File: src/rtl/muldiv_seq_if.sv
// rtl/muldiv_seq_if.sv - execute-side op/readback bundle for the mul/div sequencer
interface muldiv_seq_if #(
  parameter int WIDTH = 32
);
  logic             op_valid;
  logic [1:0]       op_code;
  logic [WIDTH-1:0] a;
  logic [WIDTH-1:0] b;
  logic             hilo_rd;
  logic             flush;
  logic [WIDTH-1:0] hi;
  logic [WIDTH-1:0] lo;
  logic             busy;
  logic             done;
  logic             dbz;
  logic             stall;

  modport master (
    output op_valid, op_code, a, b, hilo_rd, flush,
    input  hi, lo, busy, done, dbz, stall
  );

  modport slave (
    input  op_valid, op_code, a, b, hilo_rd, flush,
    output hi, lo, busy, done, dbz, stall
  );
endinterface

File: src/rtl/muldiv_seq.sv
// rtl/muldiv_seq.sv - multi-cycle MULT/MULTU/DIV/DIVU sequencer owning HI/LO
module muldiv_seq #(
  parameter int               WIDTH  = 32,
  parameter logic [WIDTH-1:0] DBZ_LO = {WIDTH{1'b1}}
) (
  input logic         clk,
  input logic         rst,
  muldiv_seq_if.slave bus
);
  localparam int CW = (WIDTH > 1) ? $clog2(WIDTH) : 1;

  typedef enum logic [2:0] {IDLE, MUL, DIV, FIX, DONE} state_t;

  state_t           state;
  logic [CW-1:0]    cnt;
  logic [WIDTH-1:0] x_reg;    // multiplicand (mul) or divisor (div) magnitude
  logic [WIDTH-1:0] acc_hi;   // product upper half, or partial remainder
  logic [WIDTH-1:0] acc_lo;   // multiplier bits shifting out, or dividend in / quotient out
  logic             is_div;
  logic             neg_q;    // negate product / quotient at the end
  logic             neg_r;    // negate remainder at the end
  logic [WIDTH-1:0] hi_r;
  logic [WIDTH-1:0] lo_r;
  logic             busy_r;
  logic             done_r;
  logic             dbz_r;

  logic             op_signed;
  logic             a_neg;
  logic             b_neg;
  logic [WIDTH-1:0] a_mag;
  logic [WIDTH-1:0] b_mag;

  // Operand magnitudes and signs for the op being presented (codes 00/10 are signed)
  always_comb begin
    op_signed = ~bus.op_code[0];
    a_neg     = op_signed & bus.a[WIDTH-1];
    b_neg     = op_signed & bus.b[WIDTH-1];
    a_mag     = a_neg ? -bus.a : bus.a;
    b_mag     = b_neg ? -bus.b : bus.b;
  end

  logic [WIDTH:0]     mul_sum;
  logic [WIDTH:0]     rem_sh;
  logic [WIDTH:0]     rem_diff;
  logic [2*WIDTH-1:0] prod_mag;
  logic [2*WIDTH-1:0] prod_fix;
  logic [WIDTH-1:0]   quo_fix;
  logic [WIDTH-1:0]   rem_fix;

  // One shift-add / restoring step plus the final sign fix-up values
  always_comb begin
    mul_sum  = {1'b0, acc_hi} + (acc_lo[0] ? {1'b0, x_reg} : {(WIDTH+1){1'b0}});
    rem_sh   = {acc_hi, acc_lo[WIDTH-1]};
    rem_diff = rem_sh - {1'b0, x_reg};
    prod_mag = {acc_hi, acc_lo};
    prod_fix = neg_q ? -prod_mag : prod_mag;
    quo_fix  = neg_q ? -acc_lo : acc_lo;
    rem_fix  = neg_r ? -acc_hi : acc_hi;
  end

  // Sequencer FSM: accept, iterate WIDTH steps, fix signs, pulse done
  always_ff @(posedge clk or negedge rst) begin
    if (!rst) begin
      state  <= IDLE;
      cnt    <= '0;
      x_reg  <= '0;
      acc_hi <= '0;
      acc_lo <= '0;
      is_div <= 1'b0;
      neg_q  <= 1'b0;
      neg_r  <= 1'b0;
      hi_r   <= '0;
      lo_r   <= '0;
      busy_r <= 1'b0;
      done_r <= 1'b0;
      dbz_r  <= 1'b0;
    end else begin
      done_r <= 1'b0;
      case (state)
        IDLE: begin
          if (bus.op_valid && !bus.flush) begin
            busy_r <= 1'b1;
            cnt    <= '0;
            acc_hi <= '0;
            is_div <= bus.op_code[1];
            neg_q  <= a_neg ^ b_neg;
            neg_r  <= a_neg;
            if (bus.op_code[1]) begin
              x_reg  <= b_mag;
              acc_lo <= a_mag;
              if (bus.b == '0) begin
                // Divide by zero skips iteration entirely and commits at once
                hi_r   <= bus.a;
                lo_r   <= DBZ_LO;
                dbz_r  <= 1'b1;
                done_r <= 1'b1;
                state  <= DONE;
              end else begin
                dbz_r <= 1'b0;
                state <= DIV;
              end
            end else begin
              x_reg  <= a_mag;
              acc_lo <= b_mag;
              dbz_r  <= 1'b0;
              state  <= MUL;
            end
          end
        end
        MUL: begin
          if (bus.flush) begin
            busy_r <= 1'b0;
            state  <= IDLE;
          end else begin
            acc_hi <= mul_sum[WIDTH:1];
            acc_lo <= {mul_sum[0], acc_lo[WIDTH-1:1]};
            cnt    <= cnt + 1'b1;
            if (cnt == CW'(WIDTH-1)) state <= FIX;
          end
        end
        DIV: begin
          if (bus.flush) begin
            busy_r <= 1'b0;
            state  <= IDLE;
          end else begin
            if (!rem_diff[WIDTH]) begin
              acc_hi <= rem_diff[WIDTH-1:0];
              acc_lo <= {acc_lo[WIDTH-2:0], 1'b1};
            end else begin
              acc_hi <= rem_sh[WIDTH-1:0];
              acc_lo <= {acc_lo[WIDTH-2:0], 1'b0};
            end
            cnt <= cnt + 1'b1;
            if (cnt == CW'(WIDTH-1)) state <= FIX;
          end
        end
        FIX: begin
          if (bus.flush) begin
            busy_r <= 1'b0;
            state  <= IDLE;
          end else begin
            if (is_div) begin
              hi_r <= rem_fix;
              lo_r <= quo_fix;
            end else begin
              hi_r <= prod_fix[2*WIDTH-1:WIDTH];
              lo_r <= prod_fix[WIDTH-1:0];
            end
            done_r <= 1'b1;
            state  <= DONE;
          end
        end
        DONE: begin
          // hi/lo are already committed here, so a flush has nothing to undo
          busy_r <= 1'b0;
          state  <= IDLE;
        end
        default: begin
          busy_r <= 1'b0;
          state  <= IDLE;
        end
      endcase
    end
  end

  assign bus.hi    = hi_r;
  assign bus.lo    = lo_r;
  assign bus.busy  = busy_r;
  assign bus.done  = done_r;
  assign bus.dbz   = dbz_r;
  assign bus.stall = busy_r & (bus.op_valid | bus.hilo_rd);
endmodule

File: src/flat_wrapper.sv
// flat-port wrapper written by rule: the top's interface ports become plain ports
module muldiv_seq_flat 
#(
  parameter int               WIDTH  = 32,
  parameter logic [WIDTH-1:0] DBZ_LO = {WIDTH{1'b1}}
)
  (clk, rst, bus_op_valid, bus_op_code, bus_a, bus_b, bus_hilo_rd, bus_flush, bus_hi, bus_lo, bus_busy, bus_done, bus_dbz, bus_stall);
  muldiv_seq_if #(.WIDTH(WIDTH)) bus_i ();
  input logic clk;
  input logic rst;
  input wire logic [$bits(bus_i.op_valid)-1:0] bus_op_valid;
  input wire logic [$bits(bus_i.op_code)-1:0] bus_op_code;
  input wire logic [$bits(bus_i.a)-1:0] bus_a;
  input wire logic [$bits(bus_i.b)-1:0] bus_b;
  input wire logic [$bits(bus_i.hilo_rd)-1:0] bus_hilo_rd;
  input wire logic [$bits(bus_i.flush)-1:0] bus_flush;
  output wire logic [$bits(bus_i.hi)-1:0] bus_hi;
  output wire logic [$bits(bus_i.lo)-1:0] bus_lo;
  output wire logic [$bits(bus_i.busy)-1:0] bus_busy;
  output wire logic [$bits(bus_i.done)-1:0] bus_done;
  output wire logic [$bits(bus_i.dbz)-1:0] bus_dbz;
  output wire logic [$bits(bus_i.stall)-1:0] bus_stall;
  assign bus_i.op_valid = bus_op_valid;
  assign bus_i.op_code = bus_op_code;
  assign bus_i.a = bus_a;
  assign bus_i.b = bus_b;
  assign bus_i.hilo_rd = bus_hilo_rd;
  assign bus_i.flush = bus_flush;
  assign bus_hi = bus_i.hi;
  assign bus_lo = bus_i.lo;
  assign bus_busy = bus_i.busy;
  assign bus_done = bus_i.done;
  assign bus_dbz = bus_i.dbz;
  assign bus_stall = bus_i.stall;
  muldiv_seq #(.WIDTH(WIDTH), .DBZ_LO(DBZ_LO)) u_core (.clk(clk), .rst(rst), .bus(bus_i));
endmodule
File: config.mk
export PLATFORM = sky130hd
export DESIGN_NAME = muldiv_seq_flat
export DESIGN_NICKNAME = d
export VERILOG_FILES = /design/src/rtl/muldiv_seq_if.sv /design/src/rtl/muldiv_seq.sv /design/src/flat_wrapper.sv
export SDC_FILE = /design/constraint.sdc
export NUM_CORES = 1
export LEC_CHECK = 0
export ABC_AREA = 1
export BUFFER_PORTS_ARGS = -buffer_cell sky130_fd_sc_hd__buf_4
export CAP_MARGIN = 25
export CORE_MARGIN = 3
export CORE_UTILIZATION = 35
export DETAILED_ROUTE_END_ITERATION = 7
export PLACE_DENSITY_LB_ADDON = 0.12
export SYNTH_ARGS = -nofsm -noshare
export SYNTH_HDL_FRONTEND = slang
export SYNTH_SLANG_ARGS = --single-unit
export TNS_END_PERCENT = 100
File: constraint.sdc
create_clock -name clk -period 4.65 [get_ports clk]
set_input_delay 1.395 -clock clk [delete_from_list [all_inputs] [get_ports clk]]
set_output_delay 1.395 -clock clk [all_outputs]
set_load 0.02 [all_outputs]
==> qor.txt, run 1 <==
Fin. Hold Viols = 0
yosys warns = 0
clock root buffer = clkbuf_16
initial antenna violation count = 0
Post-DP Area = 19900 sq um
Resize count post-CTS = 0
DP HPWL = 72000 um
nets@finish = 3301
Fin Hold WS = 0.485 ns
first-pass GRT wire length = 129000 um
most frequent cells in the layout = nand2_1 (976), inv_1 (409), nor2_1 (331)
I/O Pins = 139
share of the synthesized area in the top cell type = 23.8%
Synth Net Count = 3220
CP Capture Type = flop
clk sink count = 174
max_cap viols = 0
end of the worst hold path = u_core.bus.hi[16]
area of the die = 55000 sq um
die height = 234 um
reg2reg end = u_core.acc_hi[16]
Port Buffers = 138
IR drop worst, VDD = 0.460 mV
largest cells by area after synthesis = dfrtp_1 (24%), nand2_1 (20%), inv_1 (8.4%)
Pleak = 10.4 nW
outcome = finished, final reports clean
vias per inst = 5.56
WL/cell = 23.0 um
hold path depth = 2
Crit Path Class = reg2reg
Worst Tran Pin Value = 0.861 ns
Initial DRC Count = 2472
vias in the first global route = 19400
antenna-violating nets left = 0
TritonCTS buffer count = 17
fillers = 5763
die width = 234 um
clock-pin slew on the worst setup and hold paths = 0.08 ns
fraction of registers with async set/reset = 100%
max-slew violations = 0
sequential element share of the synthesized area = 23.8%
cts hold-fix bufs = 0
# rows = 83
worst hold path startpoint = u_core.bus.hi[16]
FF-to-FF path depth = 17
flop-to-flop setup slack = 1.10 ns
final worst slack = 1.10 ns
total gr overflow = 0
worst endpoint required time = 5.04 ns
synth unique cells = 56
DRT Wirelength = 88700 um
Skew-Pair Late Insertion Delay = 0.51 ns
Setup WS pre-CTS = 0.794 ns
pwr dens = 883 nW/um^2
CTS tree = built
Sum Neg Setup Slack = 0 ns
post-route minimum period = 3.55 ns
initial core utilization = 35.5%
Routability Congestion = 0.996
H-tree levels = 4
Post-synth EDFFs = 0
largest net degree at the start of global routing = 84
Final setup violation count = 0
Primary FF master, synth = dfrtp_1
FF+latch count, synth = 174
CP startpoint kind = flop
Syn Area/Cell = 5.94 sq um
share of layout cells above drive strength 1 = 9.11%
FF-to-FF Start = u_core.acc_lo[31]
setup bufs post-CTS = 0
Final Skew = 0.0175 ns
via count = 21400
Max transition margin = 42.4%
crit path DAT = 3.94 ns
All-Layer GR Usage = 31.9%
Hold Crit Class = reg2reg
crit path max fanout = 20
1st-pass router iterations = 5
Max Root-Sink Buffers = 2
commonest non-fill, non-tap cell in the layout = nand2_1
Area growth syn-to-layout = 12.5%
# DRC = 0
core area = 51500 sq um
Syn Inst Count = 3077
RSZ-0062 raised after global routing = no
f_max = 282 MHz
top cell type by total area after synthesis = dfrtp_1
mapped cell area = 18300 sq um
fin area = 20500 sq um
fin crit share = 76.3%
==> per-layer routing <==
metal	global-route usage (%)	share of wire, %	vias up
met5	0	0	-
met4	11.1	3.4	0
met3	6.15	8.9	118
met2	44.2	40	1013
met1	48.6	48	10100
li1	-	-	10200
==> how the worst max path moves through the flow <==
stage                           start                end  slack (ns)  cells after the start
floorplan                bus_op_valid          bus_stall        1.55                      2
global placement             bus_b[0]   u_core.bus.hi[2]        0.81                     11
detailed placement           bus_b[0]   u_core.bus.hi[2]        0.79                     11
CTS                 u_core.acc_lo[31]  u_core.acc_hi[18]        1.23                     17
global route        u_core.acc_lo[31]  u_core.acc_hi[18]        0.97                     17
finish              u_core.acc_lo[31]  u_core.acc_hi[16]        1.10                     17
==> worst max-delay path: stages, from the launching register on <==
cell     delay (ns)
dfrtp_1        0.50
inv_1          0.16
ha_1           0.26
fa_1           0.36
inv_1          0.17
nand2_1        0.11
nand2_1        0.09
nand3_1        0.13
nand2_2        0.18
nand2_2        0.08
nand2_4        0.08
nand2_4        0.09
nand2_4        0.10
nand2_1        0.07
nand2_1        0.65
nand2_1        0.16
nand3_1        0.15
a21oi_1        0.08
==> cell usage after synthesis (3+ instances only) <==
library cell  count
o221ai_1         16
or2_2            13
a21oi_2           4
dfrtp_1         174
clkinv_1          3
a221oi_1         29
ha_1             70
o21ai_2           5
nor4_1            8
o21bai_1          5
nor2_4            5
o211ai_1         33
buf_1             9
nor2_2           13
nand4_1          32
a31oi_1          13
buf_2            37
nand2_1         977
xor2_1           43
buf_4             8
a21oi_1         180
o22ai_1           3
nand3b_1         19
a211oi_1          4
and2_1            4
inv_2            12
nand2_4           5
inv_1           409
nand3_2           5
a41oi_1          15
nand2_2          22
nand3_1         292
nor3b_1           3
o21ai_0         126
a22oi_1          20
o21a_1            7
nor2_1          331
xnor2_1          15
nor3_1           25
a21o_1            3
clkbuf_1         45
o21ai_1          17
==> cell type report <==
class | count | area, sq um | area share [%]
Tap cell | 680 | 851 | 4.14
Clock buffer | 18 | 439 | 2.14
Timing Repair Buffer | 164 | 1270 | 6.20
Antenna cell | 1 | 2.50 | 0.0122
Multi-Input combinational cell | 2376 | 11800 | 57.6
Clock inverter | 14 | 191 | 0.932
Inverter | 425 | 1600 | 7.77
Sequential cell | 174 | 4360 | 21.2
==> metrics by stage <==
step | utilization (%) | instances | total power (W)
finish | 39.9 | 3852 | 0.0181
global route | 39.9 | 3851 | 0.0195
CTS | 39.9 | 3851 | 0.0178
detailed placement | 38.7 | 3819 | 0.0161
floorplan | - | 3077 | 0.0116
global placement | 38.7 | 3819 | 0.0161
==> kinds of logic after synthesis <==
| group | count (synthesis) | synth area share, % |
|---|---|---|
| AND/OR/NAND/NOR | 1759 | 40.9 |
| multiplexers | 1 | 0.0548 |
| adder cells (fa/ha/maj) | 72 | 5.01 |
| XOR/XNOR | 58 | 2.78 |
| flip-flops | 174 | 23.8 |
| buffers and inverters | 527 | 11.4 |
| AO/OA/AOI/OAI | 486 | 16.0 |
==> where the power goes <==
part           internal (W)  switching (W)
combinational       0.00392        0.00910
clock              0.000835       0.000800
sequential          0.00225        0.00123
Power figures use the tool's default switching activity.
==> inputs of run 2 (changes only) <==
- clock period: 4.65 -> 2.88 ns (I/O delays scaled with it)
==> qor.txt, run 2 (same netlist as run 1, synthesis figures left out) <==
M1 WL = 44200 um (+4.5%)
post-route minimum period = 2.78 ns (-0.771 ns)
first-pass GRT wire length = 135000 um (+4.6%)
Skew-Pair Late Insertion Delay = 0.51 ns (about the same)
DP HPWL = 77300 um (+7.4%)
crit path cell chain = buf_4 -> buf_12 -> nand2_1 -> inv_1 -> ha_4 -> nand2_1 -> nor2_2 -> inv_1 -> nor3_1 -> nand2_1 -> nand2_2 -> nand3_1 -> nand2_1 -> nand2_1 -> nand3_1 -> nand2_1 -> nand2_1 -> nand2_1
clock-pin slew on the worst setup and hold paths = 0.09 ns (about the same)
crit path max fanout = 29 (+45%)
Max transition margin = 60.2% (+18 points)
# rows = 83 (unchanged)
most frequent cells in the layout = nand2_1 (968), inv_1 (409), nor2_1 (326)
I/O Pins = 139 (unchanged)
Final Instance Count excl. Fillers = 3987 (+3.5%)
max_cap viols = 0 (unchanged)
crit path DAT = 3.17 ns (-0.77 ns)
dpl cells = 3953 (+3.5%)
outcome = finished, final reports clean
area of the die = 55000 sq um (unchanged)
Critical Path Slowest Stage Cell = dfrtp_1
cts hold-fix bufs = 0 (unchanged)
nets@finish = 3437 (+4.1%)
All-Layer GR Usage = 33.6% (+1.6 points)
Routability Congestion = 1.05 (+5.6%)
Fin. Hold Viols = 0 (unchanged)
vias per inst = 5.51 (-1.0%)
max-slew violations = 0 (unchanged)
via count = 22000 (+2.4%)
Sum Neg Setup Slack = 0 ns (unchanged)
clock root buffer = clkbuf_16
share of layout cells above drive strength 1 = 14.0% (+4.9 points)
uppermost routed layer = met5
Crit Path Class = reg2reg
fillers = 5694 (-1.2%)
initial antenna violation count = 3 (+3)
core area = 51500 sq um (unchanged)
1st-pass router iterations = 5 (unchanged)
total gr overflow = 0 (unchanged)
Worst Tran Pin Value = 0.597 ns (-0.264 ns)
Port Buffers = 138 (unchanged)
largest net degree at the start of global routing = 68 (-19%)
met2 wire length = 38500 um (+8.4%)
family with the most delay on the worst path = simple AND/OR/NAND/NOR gates
Pleak = 11.1 nW (+6.8%)
met3 wire length = 8520 um (+8.3%)
Final Skew = 0.0293 ns (+0.0117 ns)
pwr dens = 1440 nW/um^2 (+63%)
fin crit share = 96.4% (+20 points)
TritonCTS buffer count = 17 (unchanged)
antenna-violating nets left = 0 (unchanged)
Area growth syn-to-layout = 19.6%
# DRC = 0 (unchanged)
Hold Crit Class = in2async
die width = 234 um (unchanged)
H-tree levels = 4 (unchanged)
CP peak stage delay = 0.41 ns (-0.24 ns)
CTS tree = built
worst endpoint required time = 3.27 ns (-1.77 ns)
FF-to-FF path depth = 18 (+1)
Critical Path Stages = 18 (+1)
Final setup violation count = 0 (unchanged)
f_max = 360 MHz (+28%)
DRT Wirelength = 93600 um (+5.4%)
WL/cell = 23.5 um (+1.9%)
commonest non-fill, non-tap cell in the layout = nand2_1
Post-DP Area = 21100 sq um (+5.8%)
Initial DRC Count = 2457 (-0.61%)
cell repeated most along the worst path = nand2_1
die height = 234 um (unchanged)
Max Root-Sink Buffers = 2 (unchanged)
IR drop worst, VDD = 1.08 mV (+140%)
CP Capture Type = flop
vias in the first global route = 20100 (+3.4%)
clk sink count = 174 (unchanged)
fin area = 21900 sq um (+6.3%)
initial core utilization = 35.5% (unchanged)
n_diodes = 0 (-1)
CP startpoint kind = flop
WP buf/inv = 4 (+2)
## run 2: timing repair
action	4_1_cts	5_1_grt
endpoints found under the setup margin	1	25
pin swaps	0	4
gates resized for setup	1	49
cloned	0	1
buffers inserted	0	1
## run 2: report_power, final
part           internal (W)  total (W)  switching [W]  leakage, nW
combinational       0.00772     0.0238         0.0161         8.73
clock               0.00119    0.00254        0.00135        0.295
sequential          0.00365    0.00511        0.00146         2.04
total                0.0126     0.0314         0.0189         11.1
## run 2: worst register-to-register path: stages, from the launching register on
cell and delay, ns:
dfrtp_1 0.41, buf_4 0.16, buf_12 0.16, nand2_1 0.17, inv_1 0.13, ha_4 0.32
nand2_1 0.10, nor2_2 0.16, inv_1 0.10, nor3_1 0.16, nand2_1 0.10, nand2_2 0.16
nand3_1 0.12, nand2_1 0.08, nand2_1 0.04, nand3_1 0.12, nand2_1 0.07, nand2_1 0.05
nand2_1 0.05
## run 2: final timing paths
kind / start / end / slack [ns]
min in group clk: u_core.bus.hi[24] / u_core.bus.hi[24] / 0.48
min reg2reg: u_core.bus.hi[24] / u_core.bus.hi[24] / 0.48
max in group asynchronous: rst / u_core.acc_hi[21] / 1.92
max reg2reg: u_core.acc_lo[0] / u_core.acc_hi[30] / 0.10
max: u_core.acc_lo[0] / u_core.acc_hi[30] / 0.10
min: rst / u_core.bus.lo[16] / 0.29
## run 2: routing by layer
metal  vias to the layer above  track usage [%]
met4                         6             8.52
met2                      1042             48.3
met3                       106             7.72
li1                      10400                -
met5                         -                0
met1                     10400             50.1
## run 2: final cells by class
cell class | instances | area [sq um] | area share [%]
Tap cell | 680 | 851 | 3.89
Sequential cell | 174 | 4360 | 19.9
Timing Repair Buffer | 299 | 2440 | 11.2
Clock inverter | 15 | 188 | 0.859
Multi-Input combinational cell | 2377 | 12000 | 54.9
Inverter | 425 | 1600 | 7.31
Clock buffer | 17 | 425 | 1.95
## run 2: stage by stage
step	utilization [%]	hold WS (ns)	power, W	setup slack (ns)
6_report	42.4	0.291	0.0314	0.103
5_1_grt	42.4	0.297	0.0336	-0.0281
4_1_cts	42.1	0.281	0.0306	0.0265
3_5_place_dp	40.9	0.469	0.0279	-0.188
3_3_place_gp	40.9	0.468	0.0278	-0.203
2_1_floorplan	-	0.459	0.0188	0.281
==> inputs of run 3 (changes only) <==
- ABC_AREA: 1 -> default
- SETUP_SLACK_MARGIN: default -> 0.05
==> qor.txt, run 3 <==
total gr overflow = 0 (unchanged)
fin crit share = 118% (+22 points)
met1 Use GR = 39.1% (-11 points)
Seq pwr share = 19.2% (+2.9 points)
die width = 211 um (-9.8%)
core area = 41300 sq um (-20%)
part of the power in combinational logic = 68.1% (-7.6 points)
All-Layer GR Usage = 28.4% (-5.1 points)
top cell type by total area after synthesis = dfrtp_1
clock root buffer = clkbuf_16
grt peak-use layer = met2
area of the die = 44700 sq um (-19%)
clock share of power = 12.7% (+4.6 points)
Fin. Hold Viols = 0 (unchanged)
WL/cell = 21.8 um (-7.2%)
Max Root-Sink Buffers = 2 (unchanged)
clock-pin slew on the worst setup and hold paths = 0.08 ns (about the same)
fillers = 3877 (-32%)
CTS tree = built
commonest non-fill, non-tap cell in the layout = buf_4
Routability Congestion = 0.921 (-12%)
max-slew violations = 0 (unchanged)
FF+latch count, synth = 174 (unchanged)
clk sink count = 174 (unchanged)
largest cells by area after synthesis = dfrtp_1 (29%), o21ai_0 (6.2%), ha_1 (5.9%)
outcome = finished with violations
initial core utilization = 35.8% (+0.28 points)
share of layout cells above drive strength 1 = 38.9% (+25 points)
synth unique cells = 80 (+43%)
crit path max fanout = 5 (-83%)
Net Sw Frac = 44.1% (-16 points)
Primary FF master, synth = dfrtp_1
via count = 17200 (-22%)
post-route minimum period = 3.40 ns (+0.627 ns)
Synth Net Count = 2049 (-36%)
I/O Pins = 139 (unchanged)
nets@finish = 2606 (-24%)
1st-pass router iterations = 5 (unchanged)
Port Buffers = 138 (unchanged)
Worst Tran Pin Value = 0.817 ns (+0.220 ns)
n_diodes = 0 (unchanged)
switching power = 0.00868 W (-54%)
initial antenna violation count = 0 (-3)
FF-to-FF path depth = 12 (-6)
Synth top cells by count = nor2_1 (224), nand2_1 (187), o21ai_0 (183), dfrtp_1 (174), a21oi_1 (167)
H-tree levels = 4 (unchanged)
TritonCTS buffer count = 17 (unchanged)
fin area = 22900 sq um (+4.9%)
mapped cell area = 14800 sq um (-19%)
Syn Inst Count = 1906 (-38%)
CP Capture Type = flop
Fin Hold WS = 0.370 ns (+0.0797 ns)
Pleak = 10.2 nW (-7.8%)
yosys warns = 0 (unchanged)
# rows = 74 (-11%)
Final setup violation count = 103 (+103)
flop-to-flop setup slack = -0.52 ns (-0.63 ns)
top-count cell post-synth = nor2_1
Crit Path Class = reg2reg
# DRC = 0 (unchanged)
Syn Area/Cell = 7.75 sq um (+30%)
die height = 211 um (-9.8%)
most frequent cells in the layout = buf_4 (580), nor2_1 (191), dfrtp_1 (173)
P_int = 0.0110 W (-12%)
Max transition margin = 45.4% (-15 points)
vias per inst = 5.70 (+3.5%)
share of the synthesized area in the top cell type = 29.5% (+5.7 points)
RSZ-0062 raised after global routing = yes
M2 GR Usage = 45.1% (-3.1 points)
vias in the first global route = 16700 (-17%)
Skew-Pair Late Insertion Delay = 0.48 ns (-0.03 ns)
f_max = 294 MHz (-18%)
CP startpoint kind = flop
FF-to-FF Start = u_core.acc_lo[11]
Initial DRC Count = 1555 (-37%)
fraction of registers with async set/reset = 100% (unchanged)
Area growth syn-to-layout = 55.3%
DRT Wirelength = 65500 um (-30%)
final worst slack = -0.524 ns (-0.627 ns)
crit path DAT = 3.76 ns (+0.59 ns)
largest net degree at the start of global routing = 60 (-12%)
reg2reg end = u_core.bus.hi[29]
dpl cells = 2895 (-27%)
pwr dens = 858 nW/um^2 (-40%)
IR drop worst, VDD = 0.448 mV (-59%)
violated checks = setup timing
antenna-violating nets left = 0 (unchanged)
first-pass GRT wire length = 97800 um (-28%)
DP HPWL = 48100 um (-38%)
met3 capacity usage during global routing = 4.89% (-2.8 points)
Final Instance Count excl. Fillers = 3008 (-25%)
Post-DP Area = 19700 sq um (-6.6%)
Hold Crit Class = in2async
max_cap viols = 0 (unchanged)
Final Skew = 0.0135 ns (-0.0157 ns)
worst endpoint required time = 3.24 ns (-0.03 ns)
sequential element share of the synthesized area = 29.5% (+5.7 points)
Post-synth EDFFs = 0 (unchanged)
## run 3: worst max-delay path: stages (launching register included)
cell and delay (ns):
dfrtp_1 0.38, or4_4 0.53, or4_4 0.55, or4_4 0.54, buf_4 0.19, o21ai_4 0.17
a21oi_2 0.09, nor2b_2 0.15, buf_4 0.13, a31oi_1 0.11, xor2_1 0.21, nor2_1 0.16
o21ai_1 0.09
## run 3: logic make-up (layout without fill, tap and decap cells)
family	after synthesis	count (layout)	share of synthesized area, %
AOI/OAI and AO/OA	653	653	27.8
xor gates and xnor gates	164	164	9.73
adders and majority gates	72	72	6.20
buffers and inverters	187	757	4.89
DFF	174	174	29.5
muxes	33	33	2.30
and+or+nand+nor	623	623	19.6
## run 3: per-layer routing
layer	vias up	wire, um
met5	-	0
met4	0	2250
met3	98	4040
met2	586	29900
met1	8422	29300
li1	8044	-
## run 3: what timing repair did
action	CTS	global route
setup endpoints to repair	113	129
resized for setup	232	186
endpoints found under the hold margin	0	0
gates cloned	11	5
buffers inserted	53	26
pin swaps	98	94
hold buffers	0	0
## run 3: power by group through the flow
stage	Sequential [W]	Clock [W]	Combinational [W]
detailed placement	0.00375	0	0.0110
finish	0.00378	0.00250	0.0134
global route	0.00383	0.00263	0.0144
floorplan	0.00400	0	0.00568
global placement	0.00374	0	0.0109
CTS	0.00372	0.00252	0.0125
## run 3: worst max path at each step
stage                        end  slack (ns)               from  depth (start not counted)
2_1_floorplan  u_core.bus.hi[31]       -0.28  u_core.acc_lo[11]                         11
3_3_place_gp    u_core.bus.hi[1]       -0.70           bus_b[8]                         13
3_5_place_dp   u_core.bus.lo[10]       -0.74           bus_b[8]                         13
4_1_cts        u_core.bus.hi[31]       -0.47  u_core.acc_lo[11]                         10
5_1_grt        u_core.bus.hi[31]       -0.60  u_core.acc_lo[11]                         10
6_report       u_core.bus.hi[29]       -0.52  u_core.acc_lo[11]                         12
## run 3: metrics by stage
| step | TNS [ns] | setup WS (ns) | util [%] | power [W] |
|---|---|---|---|---|
| 2_1_floorplan | -14.45 | -0.279 | - | 0.00969 |
| 3_3_place_gp | -67.52 | -0.695 | 47.7 | 0.0147 |
| 3_5_place_dp | -71.28 | -0.737 | 47.7 | 0.0148 |
| 4_1_cts | -27.63 | -0.465 | 53.1 | 0.0188 |
| 5_1_grt | -43.78 | -0.600 | 55.5 | 0.0209 |
| 6_report | -30.98 | -0.524 | 55.5 | 0.0197 |
## run 3: layout make-up
class	count	area [sq um]	area share (%)
Multi-Input combinational cell	1545	11500	50.1
Timing Repair Buffer	659	5570	24.3
Sequential cell	174	4360	19.0
Tap cell	532	666	2.90
Clock buffer	23	498	2.17
Inverter	66	253	1.10
Clock inverter	9	108	0.469
